<file path="config.mk">
export PLATFORM = sky130hd
export DESIGN_NAME = fpu_dispatch_flat
export DESIGN_NICKNAME = d
export VERILOG_FILES = /design/src/rtl/fpu_pkg.sv /design/src/rtl/fpu_dispatch_if.sv /design/src/rtl/fpu_op_decode.sv /design/src/rtl/fpu_dispatch.sv /design/src/flat_wrapper.sv
export SDC_FILE = /design/constraint.sdc
export NUM_CORES = 1
export LEC_CHECK = 0
export CAP_MARGIN = 20
export CORE_MARGIN = 2
export CORE_UTILIZATION = 48
export CTS_BUF_LIST = sky130_fd_sc_hd__clkbuf_2 sky130_fd_sc_hd__clkbuf_4 sky130_fd_sc_hd__clkbuf_8
export DETAILED_ROUTE_END_ITERATION = 10
export PLACE_DENSITY_LB_ADDON = 0.08
export SLEW_MARGIN = 20
export SYNTH_ARGS = -nofsm -noshare
export SYNTH_HDL_FRONTEND = slang
export SYNTH_SLANG_ARGS = --single-unit
export TNS_END_PERCENT = 20
</file>
<file path="constraint.sdc">
create_clock -name __clk -period 1.75 [get_ports __clk]
set_input_delay 0.525 -clock __clk [delete_from_list [all_inputs] [get_ports __clk]]
set_output_delay 0.525 -clock __clk [all_outputs]
set_load 0.02 [all_outputs]
</file>
<file path="src/rtl/fpu_pkg.sv">
// Shared definitions for the FPU dispatch front-end: opcodes, sequencer states
// and the tick counter width.
package fpu_pkg;

    localparam logic [3:0] OP_NRF = 4'd0;
    localparam logic [3:0] OP_AD  = 4'd1;
    localparam logic [3:0] OP_SD  = 4'd2;
    localparam logic [3:0] OP_MW  = 4'd3;
    localparam logic [3:0] OP_DW  = 4'd4;
    localparam logic [3:0] OP_AF  = 4'd5;
    localparam logic [3:0] OP_SF  = 4'd6;
    localparam logic [3:0] OP_MF  = 4'd7;
    localparam logic [3:0] OP_DF  = 4'd8;

    localparam int CNT_W = 13;

    typedef enum logic [2:0] {
        S_IDLE,
        S_ARM,
        S_GOT,
        S_RUN,
        S_DONE,
        S_ALARM
    } state_t;

    // Opcodes above DF have no F-PS operation behind them.
    function automatic logic op_legal(input logic [3:0] op);
        return op <= OP_DF;
    endfunction

endpackage

</file>
<file path="src/rtl/fpu_dispatch_if.sv">
// CPU-side and F-PS-side signals of the dispatch block, bundled as one interface.
// req/busy handshake: the CPU may raise req (with op) only while busy is low; the
// request is taken on that edge, busy stays high until the cycle after the
// one-cycle ack, and req seen while busy is high is dropped (no queueing).
interface fpu_dispatch_if;

    logic                 req;
    logic [3:0]           op;
    logic                 abort;
    logic                 ekc_fp;
    logic                 busy;
    logic                 ack;
    logic                 illegal;
    logic                 alarm;
    logic                 efp;
    logic                 got;
    logic                 nrf, ad, sf, af, sd;
    logic                 mw_, dw_, mf_, df_;
    logic                 ad_sd, af_sf, dw_df, mw_mf;
    fpu_pkg::state_t      dbg_state;

    modport master (
        output req, op, abort, ekc_fp,
        input  busy, ack, illegal, alarm, efp, got,
        input  nrf, ad, sf, af, sd, mw_, dw_, mf_, df_,
        input  ad_sd, af_sf, dw_df, mw_mf, dbg_state
    );

    modport slave (
        input  req, op, abort, ekc_fp,
        output busy, ack, illegal, alarm, efp, got,
        output nrf, ad, sf, af, sd, mw_, dw_, mf_, df_,
        output ad_sd, af_sf, dw_df, mw_mf, dbg_state
    );

endinterface

</file>
<file path="src/rtl/fpu_op_decode.sv">
// Static operation-select decode for F-PS; with en low every line sits at its
// inactive polarity.
module fpu_op_decode
    import fpu_pkg::*;
(
    input  logic [3:0] opr,
    input  logic       en,
    output logic       nrf,
    output logic       ad,
    output logic       sd,
    output logic       af,
    output logic       sf,
    output logic       mw_,
    output logic       dw_,
    output logic       mf_,
    output logic       df_,
    output logic       ad_sd,
    output logic       af_sf,
    output logic       dw_df,
    output logic       mw_mf
);

    logic is_mw, is_dw, is_mf, is_df;

    assign nrf   = en && (opr == OP_NRF);
    assign ad    = en && (opr == OP_AD);
    assign sd    = en && (opr == OP_SD);
    assign af    = en && (opr == OP_AF);
    assign sf    = en && (opr == OP_SF);

    assign is_mw = en && (opr == OP_MW);
    assign is_dw = en && (opr == OP_DW);
    assign is_mf = en && (opr == OP_MF);
    assign is_df = en && (opr == OP_DF);

    assign mw_   = !is_mw;
    assign dw_   = !is_dw;
    assign mf_   = !is_mf;
    assign df_   = !is_df;

    assign ad_sd = ad || sd;
    assign af_sf = af || sf;
    assign dw_df = is_dw || is_df;
    assign mw_mf = is_mw || is_mf;

endmodule

</file>
<file path="src/rtl/fpu_dispatch.sv">
// Sequencer between the CPU decoder and F-PS: latches the opcode, issues the
// efp/got start sequence, waits for ekc_fp and acknowledges, with a watchdog.
module fpu_dispatch
    import fpu_pkg::*;
#(
    parameter int GOT_TICKS     = 2,
    parameter int TIMEOUT_TICKS = 4096
) (
    input  logic          __clk,
    input  logic          clr_,
    fpu_dispatch_if.slave bus
);

    localparam logic [CNT_W-1:0] GOT_LAST = CNT_W'(GOT_TICKS - 1);
    localparam logic [CNT_W-1:0] RUN_LAST = CNT_W'(TIMEOUT_TICKS - 1);

    state_t           state;
    logic [3:0]       opr;
    logic [CNT_W-1:0] cnt;
    logic [CNT_W-1:0] cnt_inc;
    logic             ekc_q;
    logic             ekc_rise;
    logic             sel_en;
    logic             busy_q, ack_q, illegal_q, alarm_q, efp_q, got_q;

    // Saturating: a stuck counter is harmless, a wrapped one would re-arm the watchdog.
    assign cnt_inc  = (cnt == '1) ? cnt : cnt + 1'b1;
    assign ekc_rise = bus.ekc_fp && !ekc_q;
    assign sel_en   = (state == S_ARM) || (state == S_GOT) ||
                      (state == S_RUN) || (state == S_DONE);

    always_ff @(posedge __clk or negedge clr_) begin
        if (!clr_) begin
            state     <= S_IDLE;
            opr       <= '0;
            cnt       <= '0;
            ekc_q     <= 1'b0;
            busy_q    <= 1'b0;
            ack_q     <= 1'b0;
            illegal_q <= 1'b0;
            alarm_q   <= 1'b0;
            efp_q     <= 1'b0;
            got_q     <= 1'b0;
        end else begin
            ekc_q     <= bus.ekc_fp;
            ack_q     <= 1'b0;
            illegal_q <= 1'b0;
            efp_q     <= 1'b0;
            if (bus.abort) begin
                state   <= S_IDLE;
                cnt     <= '0;
                busy_q  <= 1'b0;
                got_q   <= 1'b0;
                alarm_q <= 1'b0;
            end else begin
                case (state)
                    S_IDLE: begin
                        if (bus.req) begin
                            if (op_legal(bus.op)) begin
                                opr    <= bus.op;
                                state  <= S_ARM;
                                busy_q <= 1'b1;
                                efp_q  <= 1'b1;
                            end else begin
                                illegal_q <= 1'b1;
                            end
                        end
                    end
                    S_ARM: begin
                        state <= S_GOT;
                        cnt   <= '0;
                        got_q <= 1'b1;
                    end
                    S_GOT: begin
                        if (cnt == GOT_LAST) begin
                            state <= S_RUN;
                            cnt   <= '0;
                            got_q <= 1'b0;
                        end else begin
                            cnt <= cnt_inc;
                        end
                    end
                    S_RUN: begin
                        cnt <= cnt_inc;
                        // Completion beats the watchdog on the terminal-count cycle.
                        if (ekc_rise) begin
                            state <= S_DONE;
                            ack_q <= 1'b1;
                        end else if (cnt == RUN_LAST) begin
                            state   <= S_ALARM;
                            alarm_q <= 1'b1;
                        end
                    end
                    S_DONE: begin
                        state  <= S_IDLE;
                        busy_q <= 1'b0;
                    end
                    S_ALARM: begin
                        state <= S_ALARM;
                    end
                    default: begin
                        state   <= S_IDLE;
                        busy_q  <= 1'b0;
                        got_q   <= 1'b0;
                        alarm_q <= 1'b0;
                    end
                endcase
            end
        end
    end

    assign bus.busy      = busy_q;
    assign bus.ack       = ack_q;
    assign bus.illegal   = illegal_q;
    assign bus.alarm     = alarm_q;
    assign bus.efp       = efp_q;
    assign bus.got       = got_q;
    assign bus.dbg_state = state;

    fpu_op_decode u_decode (
        .opr   (opr),
        .en    (sel_en),
        .nrf   (bus.nrf),
        .ad    (bus.ad),
        .sd    (bus.sd),
        .af    (bus.af),
        .sf    (bus.sf),
        .mw_   (bus.mw_),
        .dw_   (bus.dw_),
        .mf_   (bus.mf_),
        .df_   (bus.df_),
        .ad_sd (bus.ad_sd),
        .af_sf (bus.af_sf),
        .dw_df (bus.dw_df),
        .mw_mf (bus.mw_mf)
    );

endmodule

</file>
<file path="src/flat_wrapper.sv">
// flat-port wrapper written by rule: the top's interface ports become plain ports
module fpu_dispatch_flat import fpu_pkg::*;
#(
    parameter int GOT_TICKS     = 2,
    parameter int TIMEOUT_TICKS = 4096
)
  (__clk, clr_, bus_req, bus_op, bus_abort, bus_ekc_fp, bus_busy, bus_ack, bus_illegal, bus_alarm, bus_efp, bus_got, bus_nrf, bus_ad, bus_sf, bus_af, bus_sd, bus_mw_, bus_dw_, bus_mf_, bus_df_, bus_ad_sd, bus_af_sf, bus_dw_df, bus_mw_mf, bus_dbg_state);
  fpu_dispatch_if bus_i ();
  input  logic __clk;
  input  logic clr_;
  input wire logic [$bits(bus_i.req)-1:0] bus_req;
  input wire logic [$bits(bus_i.op)-1:0] bus_op;
  input wire logic [$bits(bus_i.abort)-1:0] bus_abort;
  input wire logic [$bits(bus_i.ekc_fp)-1:0] bus_ekc_fp;
  output wire logic [$bits(bus_i.busy)-1:0] bus_busy;
  output wire logic [$bits(bus_i.ack)-1:0] bus_ack;
  output wire logic [$bits(bus_i.illegal)-1:0] bus_illegal;
  output wire logic [$bits(bus_i.alarm)-1:0] bus_alarm;
  output wire logic [$bits(bus_i.efp)-1:0] bus_efp;
  output wire logic [$bits(bus_i.got)-1:0] bus_got;
  output wire logic [$bits(bus_i.nrf)-1:0] bus_nrf;
  output wire logic [$bits(bus_i.ad)-1:0] bus_ad;
  output wire logic [$bits(bus_i.sf)-1:0] bus_sf;
  output wire logic [$bits(bus_i.af)-1:0] bus_af;
  output wire logic [$bits(bus_i.sd)-1:0] bus_sd;
  output wire logic [$bits(bus_i.mw_)-1:0] bus_mw_;
  output wire logic [$bits(bus_i.dw_)-1:0] bus_dw_;
  output wire logic [$bits(bus_i.mf_)-1:0] bus_mf_;
  output wire logic [$bits(bus_i.df_)-1:0] bus_df_;
  output wire logic [$bits(bus_i.ad_sd)-1:0] bus_ad_sd;
  output wire logic [$bits(bus_i.af_sf)-1:0] bus_af_sf;
  output wire logic [$bits(bus_i.dw_df)-1:0] bus_dw_df;
  output wire logic [$bits(bus_i.mw_mf)-1:0] bus_mw_mf;
  output wire logic [$bits(bus_i.dbg_state)-1:0] bus_dbg_state;
  assign bus_i.req = bus_req;
  assign bus_i.op = bus_op;
  assign bus_i.abort = bus_abort;
  assign bus_i.ekc_fp = bus_ekc_fp;
  assign bus_busy = bus_i.busy;
  assign bus_ack = bus_i.ack;
  assign bus_illegal = bus_i.illegal;
  assign bus_alarm = bus_i.alarm;
  assign bus_efp = bus_i.efp;
  assign bus_got = bus_i.got;
  assign bus_nrf = bus_i.nrf;
  assign bus_ad = bus_i.ad;
  assign bus_sf = bus_i.sf;
  assign bus_af = bus_i.af;
  assign bus_sd = bus_i.sd;
  assign bus_mw_ = bus_i.mw_;
  assign bus_dw_ = bus_i.dw_;
  assign bus_mf_ = bus_i.mf_;
  assign bus_df_ = bus_i.df_;
  assign bus_ad_sd = bus_i.ad_sd;
  assign bus_af_sf = bus_i.af_sf;
  assign bus_dw_df = bus_i.dw_df;
  assign bus_mw_mf = bus_i.mw_mf;
  assign bus_dbg_state = bus_i.dbg_state;
  fpu_dispatch #(.GOT_TICKS(GOT_TICKS), .TIMEOUT_TICKS(TIMEOUT_TICKS)) u_core (.__clk(__clk), .clr_(clr_), .bus(bus_i));
endmodule
</file>
-- Word-level counts from Yosys, hierarchy flattened
Cells that the tools add are included.
- bits in registers: 27
- mux-type cells: 33
- eq/ne operators: 25
- reductions and logical operators: 33
- bitwise operators: 1
- $lt $le $gt $ge: 1
- $add $sub $neg: 1
- operators with widths (kind ; number):
    $mux 13 ; 3
    $pmux 13 s3 ; 1
    $mux 1 ; 19
    $mux 3 ; 6
    $eq 4x3->1 const B ; 4
    $pmux 3 s5 ; 1
    $add 13x1->13 const B ; 1
    $eq 13x1->1 const B ; 1
    $eq 13x12->1 const B ; 1
    $eq 13x13->1 const B ; 1
    $ne 3x3->1 const B ; 4
    $logic_and 1x1->1 ; 10
    $eq 4x2->1 const B ; 2
    $reduce_and 4->1 ; 2
    $reduce_or 4->1 ; 2
    $logic_or 1x1->1 ; 7
    $eq 3x2->1 const B ; 2
    $eq 3x3->1 const B ; 2
    $ne 2x1->1 const B ; 3
    $reduce_and 3->1 ; 2
    $logic_not 1->1 ; 5
    $reduce_or 5->1 ; 1
    $eq 4x1->1 const B ; 1
    $eq 4x4->1 const B ; 1
    other kinds (11) ; 12

-- Depth between registers and ports, before layout
Gate-level depths: netlist of the first run.
- word-level depth: 6
- gate-level depth with buffers: 8
- depth with buffers taken out: 6

-- Modules after synthesis
From an unflattened synthesis of the first run, not the netlist that was laid out.
- cell total of the unflattened synthesis: 175
- area, all modules: 1731.7 um^2
- by module, submodules not included (module ; cells an instance ; sequential area each (um^2) ; area each (um^2) ; times used):
    fpu_dispatch ; 154 ; 675.6 ; 1605.3 ; 1
    fpu_op_decode ; 21 ; 0.0 ; 126.4 ; 1

-- Least setup slack after synthesis of the first run
OpenSTA, ideal clock, no wires.
- path kind: reg-to-output
- start: register u_core.state[1] (netlist: u_core.bus.dbg_state[1])
- end: output bus_nrf
- buffers on the path: 0
- data required time: 1225 ps
- cell stages (with the launch flop): 5
- path slack: -478 ps
- data arrival time: 1703 ps
- cells stage by stage: dfrtp_1 nor2_1 xnor2_1 or3_1 nor3_1
- longest elaborated chain between the ends: 5
- ends and longest elaborated chain (what ; line ; source):
    start, declared ; fpu_dispatch.sv:17 ; state_t state;
    start signal, assigned ; fpu_dispatch.sv:34 ; state <= S_IDLE;
    start signal, assigned ; fpu_dispatch.sv:50 ; state <= S_IDLE;
    start signal, assigned ; fpu_dispatch.sv:61 ; state <= S_ARM;
    $eq 3x1->1 / $eq 3x2->1 (equally long branches) ; fpu_dispatch.sv:29 ; assign sel_en = (state == S_ARM) || (state == S_GOT) ||
    $logic_or 1x1->1 (2 in a row) ; fpu_dispatch.sv:29 ;
    $logic_or 1x1->1 (*) ; fpu_dispatch.sv:30 ; (state == S_RUN) || (state == S_DONE);
    $logic_and 1x1->1 (*) ; fpu_op_decode.sv:25 ; assign nrf = en && (opr == OP_NRF);
    end, declared ; flat_wrapper.sv:21 ; output wire logic [$bits(bus_i.nrf)-1:0] bus_nrf;
Mark *: on every way between the ends. The rest lies on a longest branch, timed or not.

-- Worst setup path after layout of the first run
- start: register u_core.state[0] (netlist: u_core.bus.dbg_state[0])
- end: output bus_nrf
Same word-level chain as after synthesis.

==> results of run 1 <==
==> metrics by stage <==
step	util (%)	total power [W]	hold WS (ns)
final	76.8	0.00164	0.538
after global routing	76.8	0.00172	0.566
after CTS	75.1	0.00161	0.544
after detailed placement	73.4	0.00132	0.515
after global placement	73.4	0.00130	0.488
after floorplan	-	0.00104	0.229
==> timing repair <==
action | in CTS | in global routing
pin swaps | 5 | 14
resized for setup | 80 | 29
hold endpoints to repair | 0 | 0
endpoints found under the setup margin | 32 | 34
gates cloned | 0 | 0
==> worst max-delay path by stage <==
stage / start / slack, ns / end
after floorplan: u_core.bus.dbg_state[1] / -0.12 / bus_nrf
after global placement: u_core.bus.dbg_state[1] / -0.51 / bus_nrf
after detailed placement: u_core.bus.dbg_state[1] / -0.57 / bus_nrf
after CTS: u_core.bus.dbg_state[0] / -0.53 / bus_nrf
after global routing: u_core.bus.dbg_state[0] / -0.54 / bus_nrf
final: u_core.bus.dbg_state[0] / -0.50 / bus_nrf
==> layout make-up <==
| type | instances | area, um^2 |
|---|---|---|
| Multi-Input combinational cell | 136 | 971 |
| Timing Repair Buffer | 72 | 607 |
| Inverter | 6 | 22.5 |
| Sequential cell | 27 | 679 |
| Fill cell | 227 | 713 |
| Tap cell | 44 | 55.1 |
| Clock buffer | 4 | 30.0 |
==> power groups by stage <==
stage                     registers (W)  logic (W)  clock network (W)
after floorplan                0.000763   0.000272                  0
after global placement         0.000728   0.000573                  0
after global routing           0.000726   0.000669           0.000322
after CTS                      0.000718   0.000591           0.000302
after detailed placement       0.000732   0.000592                  0
final                          0.000719   0.000616           0.000301
==> cell usage after synthesis (2+ instances only) <==
library cell / count / share of area, %
nor4_1: 4 / 1.6
nor2_1: 28 / 6.7
nor3b_1: 2 / 0.96
dfrtp_1: 27 / 43
nand2_1: 20 / 4.8
and3_1: 2 / 0.80
a31oi_1: 6 / 2.4
clkbuf_1: 6 / 1.4
o31ai_1: 3 / 1.4
ha_1: 2 / 1.6
o211ai_1: 2 / 0.96
xnor2_1: 4 / 2.2
nand2b_1: 4 / 1.6
buf_6: 3 / 2.1
inv_1: 6 / 1.4
and2_1: 2 / 0.80
o21ai_0: 3 / 0.96
nand3_1: 8 / 2.5
a21oi_1: 11 / 3.5
and4_1: 2 / 1.1
nor3_1: 4 / 1.3
a41oi_1: 3 / 1.7
a211oi_1: 2 / 0.96
nand4_1: 5 / 2.0
==> cells in the final DEF, fill, tap and decap left out, types with 2 or more instances in the layout <==
| cell | synthesis | final |
|---|---|---|
| buf_4 | 0 | 45 |
| dfrtp_1 | 27 | 24 |
| nor2_1 | 28 | 22 |
| nand2_1 | 20 | 16 |
| nand3_1 | 8 | 8 |
| clkdlybuf4s50_1 | 0 | 8 |
| buf_6 | 3 | 7 |
| a21oi_1 | 11 | 6 |
| a31oi_1 | 6 | 6 |
| dlygate4sd2_1 | 0 | 6 |
| nor2_4 | 0 | 5 |
| nand4_1 | 5 | 5 |
| a21oi_2 | 0 | 5 |
| inv_1 | 6 | 4 |
| nand2b_1 | 4 | 4 |
| nand2_2 | 0 | 4 |
| clkbuf_4 | 0 | 4 |
| nor4_1 | 4 | 3 |
| xnor2_1 | 4 | 3 |
| buf_2 | 0 | 3 |
| dfrtp_2 | 0 | 3 |
| inv_2 | 0 | 2 |
| nor2_2 | 1 | 2 |
| and3_4 | 0 | 2 |
| and2_1 | 2 | 2 |
| nor3_1 | 4 | 2 |
| a41oi_1 | 3 | 2 |
| a211oi_1 | 2 | 2 |
| and4_1 | 2 | 2 |
| nor3b_1 | 2 | 2 |
| o21ai_0 | 3 | 2 |
| o211ai_1 | 2 | 2 |
| nor3_2 | 1 | 2 |
| o31ai_1 | 3 | 2 |
| ha_1 | 2 | 2 |
| clkdlybuf4s15_2 | 0 | 2 |
==> sequential cells by signal, indices dropped and copies added (netlist names) <==
signal	count
u_core.opr	4
u_core.cnt	13
u_core.bus.busy	1
u_core.bus.alarm	1
u_core.ekc_q	1
u_core.bus.dbg_state	3
u_core.bus.efp	1
u_core.bus.illegal	1
u_core.bus.ack	1
u_core.bus.got	1
==> layer usage <==
layer / global-route usage, % / up-vias
met5: 0 / -
li1: - / 781
met1: 34.4 / 822
met4: 9.01 / 0
met3: 2.31 / 8
met2: 42.2 / 50
==> logic make-up (layout without fill, tap and decap cells) <==
| family | after synthesis | after routing | share of synthesized area (%) |
|---|---|---|---|
| adders and majority gates | 2 | 2 | 1.59 |
| AOI/OAI and AO/OA | 40 | 40 | 18.1 |
| and+or+nand+nor | 89 | 89 | 29.4 |
| buffers and inverters | 15 | 82 | 5.02 |
| xor gates and xnor gates | 4 | 4 | 2.23 |
| muxes | 1 | 1 | 0.717 |
| DFF | 27 | 27 | 43.0 |
==> tightest hold or removal path: stages, from the launching register on <==
cell and delay [ns]:
dfrtp_1 0.39, nand2_1 0.06, o31ai_1 0.06
==> impl_metrics.py, run 1 <==
metrics = {
    "power_and_ir_drop": {
        "p_int_w": 0.00107,
        "seq_power_share_pct": 43.9,
        "p_per_area_nw_per_um2": 692,
        "power.switching_w": 0.000561,
        "power_frac_comb_pct": 37.7,
        "power.ir.vdd_worst_v": 0.000421,
        "pwr-share-clk_pct": 18.4,
        "p_leak_nw": 1.03,
        "swShare_pct": 34.3,
    },
    "finish": {
        "diodes": 0,
        "area_growth_pct": 50.5,
        "fin_nets": 257,
        "drive_gt1_share_pct": 40.8,
        "fin_cells": 289,
        "fin_area_um2": 2360,
    },
    "clock_network": {
        "clk_latency_ns": 0.34,
        "h-tree-depth": 1,
        "cts_buffer_depth": 2,
        "cts-hold-fix-buffers": 0,
        "path_clk_slew_ns": 0.15,
        "cts_made_buffers": 3,
        "cts_sinks": 27,
        "cts_tree": "built",
        "cts_setup_buffers": 0,
        "clk_root_buffer_cell": "clkbuf_4",
    },
    "flow_run": {
        "max_cap_violations": 0,
    },
    "worst_setup_path": {
        "endpoint_kind": "primary output",
        "path_buf_inv": 1,
        "worst_path_max_delay_cell": "dfrtp_2",
        "criticalPathCategory": "flop to primary output",
        "worstPathRequired_ns": 1.22,
        "crit_family": "simple AND/OR/NAND/NOR gates",
        "reg2reg_slack_ns": -0.05,
        "critical_path_depth": 5,
        "crit_fanout": 4,
        "arrival_ns": 1.72,
        "slowest_delay_ns": 0.45,
        "r2r-end": "u_core.bus.dbg_state[2]",
        "start_kind": "flop",
        "r2r-start": "u_core.cnt[3]",
        "reg2reg_depth": 6,
        "path_cells": "nor2_4 -> xnor2_2 -> or3_4 -> nor3_4 -> buf_6",
    },
    "worst_hold_path": {
        "min_from": "u_core.bus.busy",
        "min_path_type": "flop to flop",
        "min_to": "u_core.bus.busy",
        "hold_depth": 2,
    },
    "die": {
        "die_h_um": 61.2,
        "num_io_pins": 31,
        "core_area_um2": 3080,
        "die_w_um": 61.2,
        "die_area_um2": 3750,
        "initial_core_util_pct": 51.1,
        "fp-row-count": 20,
    },
    "routing": {
        "top_layer": "met4",
        "wire_per_inst_um": 15.2,
        "drt_iter0_drc": 62,
        "drt-vias-per-instance": 5.75,
        "route.vias.total": 1661,
        "met3_length_um": 207,
        "post-route-drc-count": 0,
        "firstDrtPassIters": 4,
        "routed_wl_um": 4410,
        "met2_length_um": 2230,
        "met1Wirelength_um": 1910,
        "antenna_left": 0,
    },
    "sta": {
        "rsz0062_at_grt": "yes",
        "timing.final.hold_violations": 0,
        "tns_ns": -4.88,
        "finalSetupViolations": 14,
        "finClkSkew_ns": 0.00750,
        "setup_slack_ns": -0.499,
        "fmax_mhz": 445,
        "min_period_over_period_pct": 129,
        "drv_slew": 0,
        "relSlewSlack_pct": 75.5,
        "post-route-min-period_ns": 2.25,
        "tightest_slew_ns": 0.366,
    },
    "yosys": {
        "yosysSeqAreaShare_pct": 43.0,
        "synth_nets": 189,
        "syn_area_um2": 1570,
        "ys_types": 43,
        "synth_edf_count": 0,
        "avgSynthCellArea_um2": 8.83,
        "yosysWarnings": 0,
        "async_flop_share_pct": 100,
        "ys_ff_latch": 27,
        "ys.flop_type": "dfrtp_1",
        "synthCells": 178,
    },
    "place": {
        "io_buffers": 30,
        "postPlaceCellArea_um2": 2260,
        "dp_hpwl_um": 3120,
        "dp_cells": 285,
        "pre_cts_slack_ns": -0.568,
        "gp_congestion": 0.859,
    },
    "global_route": {
        "grt_pass1_vias": 1515,
        "grt_pass1_wl_um": 7020,
        "overflow": 0,
        "antenna_found_initial": 0,
        "grt.total_usage_pct": 25.3,
        "grt_max_degree": 28,
    },
    "status": {
        "violations": "setup timing",
        "outcome": "finished with violations",
    },
}
Note: power is estimated with default switching activity, not from simulation.
==> inputs of run 2 (changes only) <==
CORE_UTILIZATION = 46   (was 48)
CTS_BUF_LIST = sky130_fd_sc_hd__clkbuf_16   (was sky130_fd_sc_hd__clkbuf_2 sky130_fd_sc_hd__clkbuf_4 sky130_fd_sc_hd__clkbuf_8)
RECOVER_POWER = 25   (was not set)
==> run 2 against run 1 <==
The flow still finishes with violations (setup timing); cell area rose by 4.1%; worst hold slack got worse by 0.035 ns; clock power increased by 69%; sequential cell count is the same; wire length rose by 1.6%; die area rose by 4.1%; count of clock-buffer cells in the layout fell by 1; critical path depth is the same; fmax up 6.5%; register-to-register slack gained 0.06 ns; utilization decreased by 2.5 points; clock skew decreased by 0.0043 ns; largest cell class unchanged.
==> impl_metrics.py, run 2 (synthesis results as in run 1) <==
metrics = {
    "finish": {
        "diodes": 0,
        "fin_nets": 257,
        "fin_area_um2": 2460,
        "drive_gt1_share_pct": 39.6,
        "regMostFlops": "u_core.cnt",
        "largest_register_ffs": 13,
        "utilization_pct": 74.4,
        "fillers": 259,
        "mostFrequentLayoutCell": "buf_4",
        "area_growth_pct": 56.7,
        "final_cell_mix": "buf_4, dfrtp_1, nor2_1",
    },
    "sta": {
        "drv_slew": 0,
        "fmax_mhz": 474,
        "relSlewSlack_pct": 54.3,
        "finClkSkew_ns": 0.00324,
        "timing.final.hold_violations": 0,
        "rsz0062_at_grt": "yes",
        "post-route-min-period_ns": 2.11,
        "min_period_over_period_pct": 121,
        "finalSetupViolations": 13,
        "tightest_slew_ns": 0.686,
        "setup_slack_ns": -0.361,
    },
    "die": {
        "die_area_um2": 3900,
        "core_area_um2": 3310,
        "fp-row-count": 21,
        "initial_core_util_pct": 47.5,
        "num_io_pins": 31,
        "die_h_um": 62.5,
        "die_w_um": 62.5,
    },
    "worst_hold_path": {
        "hold_depth": 2,
        "min_from": "u_core.bus.busy",
        "min_path_type": "flop to flop",
        "min_to": "u_core.bus.busy",
    },
    "routing": {
        "post-route-drc-count": 0,
        "drt_iter0_drc": 86,
        "wire_per_inst_um": 15.4,
        "firstDrtPassIters": 4,
        "drt-vias-per-instance": 5.56,
        "antenna_left": 0,
        "routed_wl_um": 4480,
        "route.vias.total": 1619,
    },
    "global_route": {
        "grt_pass1_wl_um": 7420,
        "grt_pass1_vias": 1660,
        "antenna_found_initial": 0,
        "overflow": 0,
        "grt_max_degree": 28,
        "grt.total_usage_pct": 23.6,
    },
    "place": {
        "dp_hpwl_um": 3180,
        "postPlaceCellArea_um2": 2250,
        "gp_congestion": 0.867,
        "pre_cts_slack_ns": -0.539,
        "io_buffers": 30,
    },
    "status": {
        "violations": "setup timing",
        "outcome": "finished with violations",
    },
    "clock_network": {
        "clk_latency_ns": 0.26,
        "cts_buffer_depth": 2,
        "cts_sinks": 27,
        "clk_root_buffer_cell": "clkbuf_16",
        "h-tree-depth": 1,
        "path_clk_slew_ns": 0.06,
        "cts_tree": "built",
        "cts_made_buffers": 3,
    },
    "worst_setup_path": {
        "reg2reg_slack_ns": 0.01,
        "endpoint_kind": "primary output",
        "crit_fanout": 4,
        "r2r-start": "u_core.bus.dbg_state[0]",
        "r2r-end": "u_core.cnt[11]",
        "start_kind": "flop",
        "arrival_ns": 1.59,
        "reg2reg_depth": 8,
        "worstPathRequired_ns": 1.22,
        "criticalPathCategory": "flop to primary output",
    },
    "flow_run": {
        "max_cap_violations": 0,
    },
    "power_and_ir_drop": {
        "p_per_area_nw_per_um2": 757,
        "p_leak_nw": 1.13,
        "power.ir.vdd_worst_v": 0.000433,
    },
}
run 2: cell types whose count changed in the layout (fill, tap and decap cells not counted), moves of 2 or more:
cell             previous run  this run
clkbuf_16                   0         3
nor4_1                      3         1
clkbuf_2                    0         2
buf_4                      45        43
clkdlybuf4s50_1             8         6
dlygate4sd2_1               6         4
a21oi_1                     6        11
clkbuf_4                    4         0
clkdlybuf4s15_2             2         0
a21oi_2                     5         0
dlygate4sd3_1               0         2
nand2_2                     4         2
nand2_1                    16        18
dlymetal6s2s_1              0         4
run 2: worst max-delay path, stage by stage (launching register included):
cell	delay, ns
dfrtp_2	0.42
nor2_4	0.14
xnor2_2	0.09
or3_4	0.41
nor3_4	0.14
buf_6	0.14
run 2: through the flow:
stage | cells | power, W | setup TNS, ns | hold slack (ns)
final | 291 | 0.00186 | -2.70 | 0.504
after global routing | 291 | 0.00196 | -3.80 | 0.558
after CTS | 290 | 0.00185 | -3.28 | 0.512
after detailed placement | 286 | 0.00133 | -8.65 | 0.503
after global placement | 286 | 0.00131 | -7.70 | 0.494
after floorplan | 178 | 0.00104 | -0.694 | 0.229
run 2: layout make-up:
cell class / instances / area, um^2 / area share (%)
clock inverter: 1 / 3.75 / 0.152
sequential: 27 / 681 / 27.6
tap: 46 / 57.6 / 2.34
clock buffer: 3 / 75.1 / 3.05
timing repair buffer: 72 / 618 / 25.1
multi-input combinational: 136 / 1000 / 40.8
inverter: 6 / 22.5 / 0.915
run 2: worst max-delay path by stage:
stage,start,to,slack (ns),cells past startpoint
after floorplan,u_core.bus.dbg_state[1],bus_nrf,-0.12,4
after global placement,u_core.bus.dbg_state[1],bus_nrf,-0.51,5
after detailed placement,u_core.bus.dbg_state[1],bus_nrf,-0.54,5
after CTS,u_core.bus.dbg_state[1],bus_nrf,-0.41,5
after global routing,u_core.bus.dbg_state[0],bus_nrf,-0.40,5
final,u_core.bus.dbg_state[0],bus_nrf,-0.36,5
run 2: metal layers:
metal	up-vias	share of wire (%)	track usage (%)
li1	787	-	-
met3	5	3.0	2.88
met5	-	0	0
met1	788	45	30.3
met2	39	51	40.9
met4	0	1.1	8.61
run 2: timing repair:
| action | 4_1_cts | 5_1_grt |
|---|---|---|
| setup endpoints to repair | 29 | 35 |
| cloned | 0 | 0 |
| buffers inserted | 0 | 1 |
| gates resized for setup | 77 | 30 |
| pin swaps | 7 | 19 |
| hold buffers | 0 | 0 |
run 2: power by group:
group / internal [W] / switching (W)
combinational: 0.000305 / 0.000332
clock: 0.000306 / 0.000203
sequential: 0.000677 / 0.0000413
total: 0.00129 / 0.000577
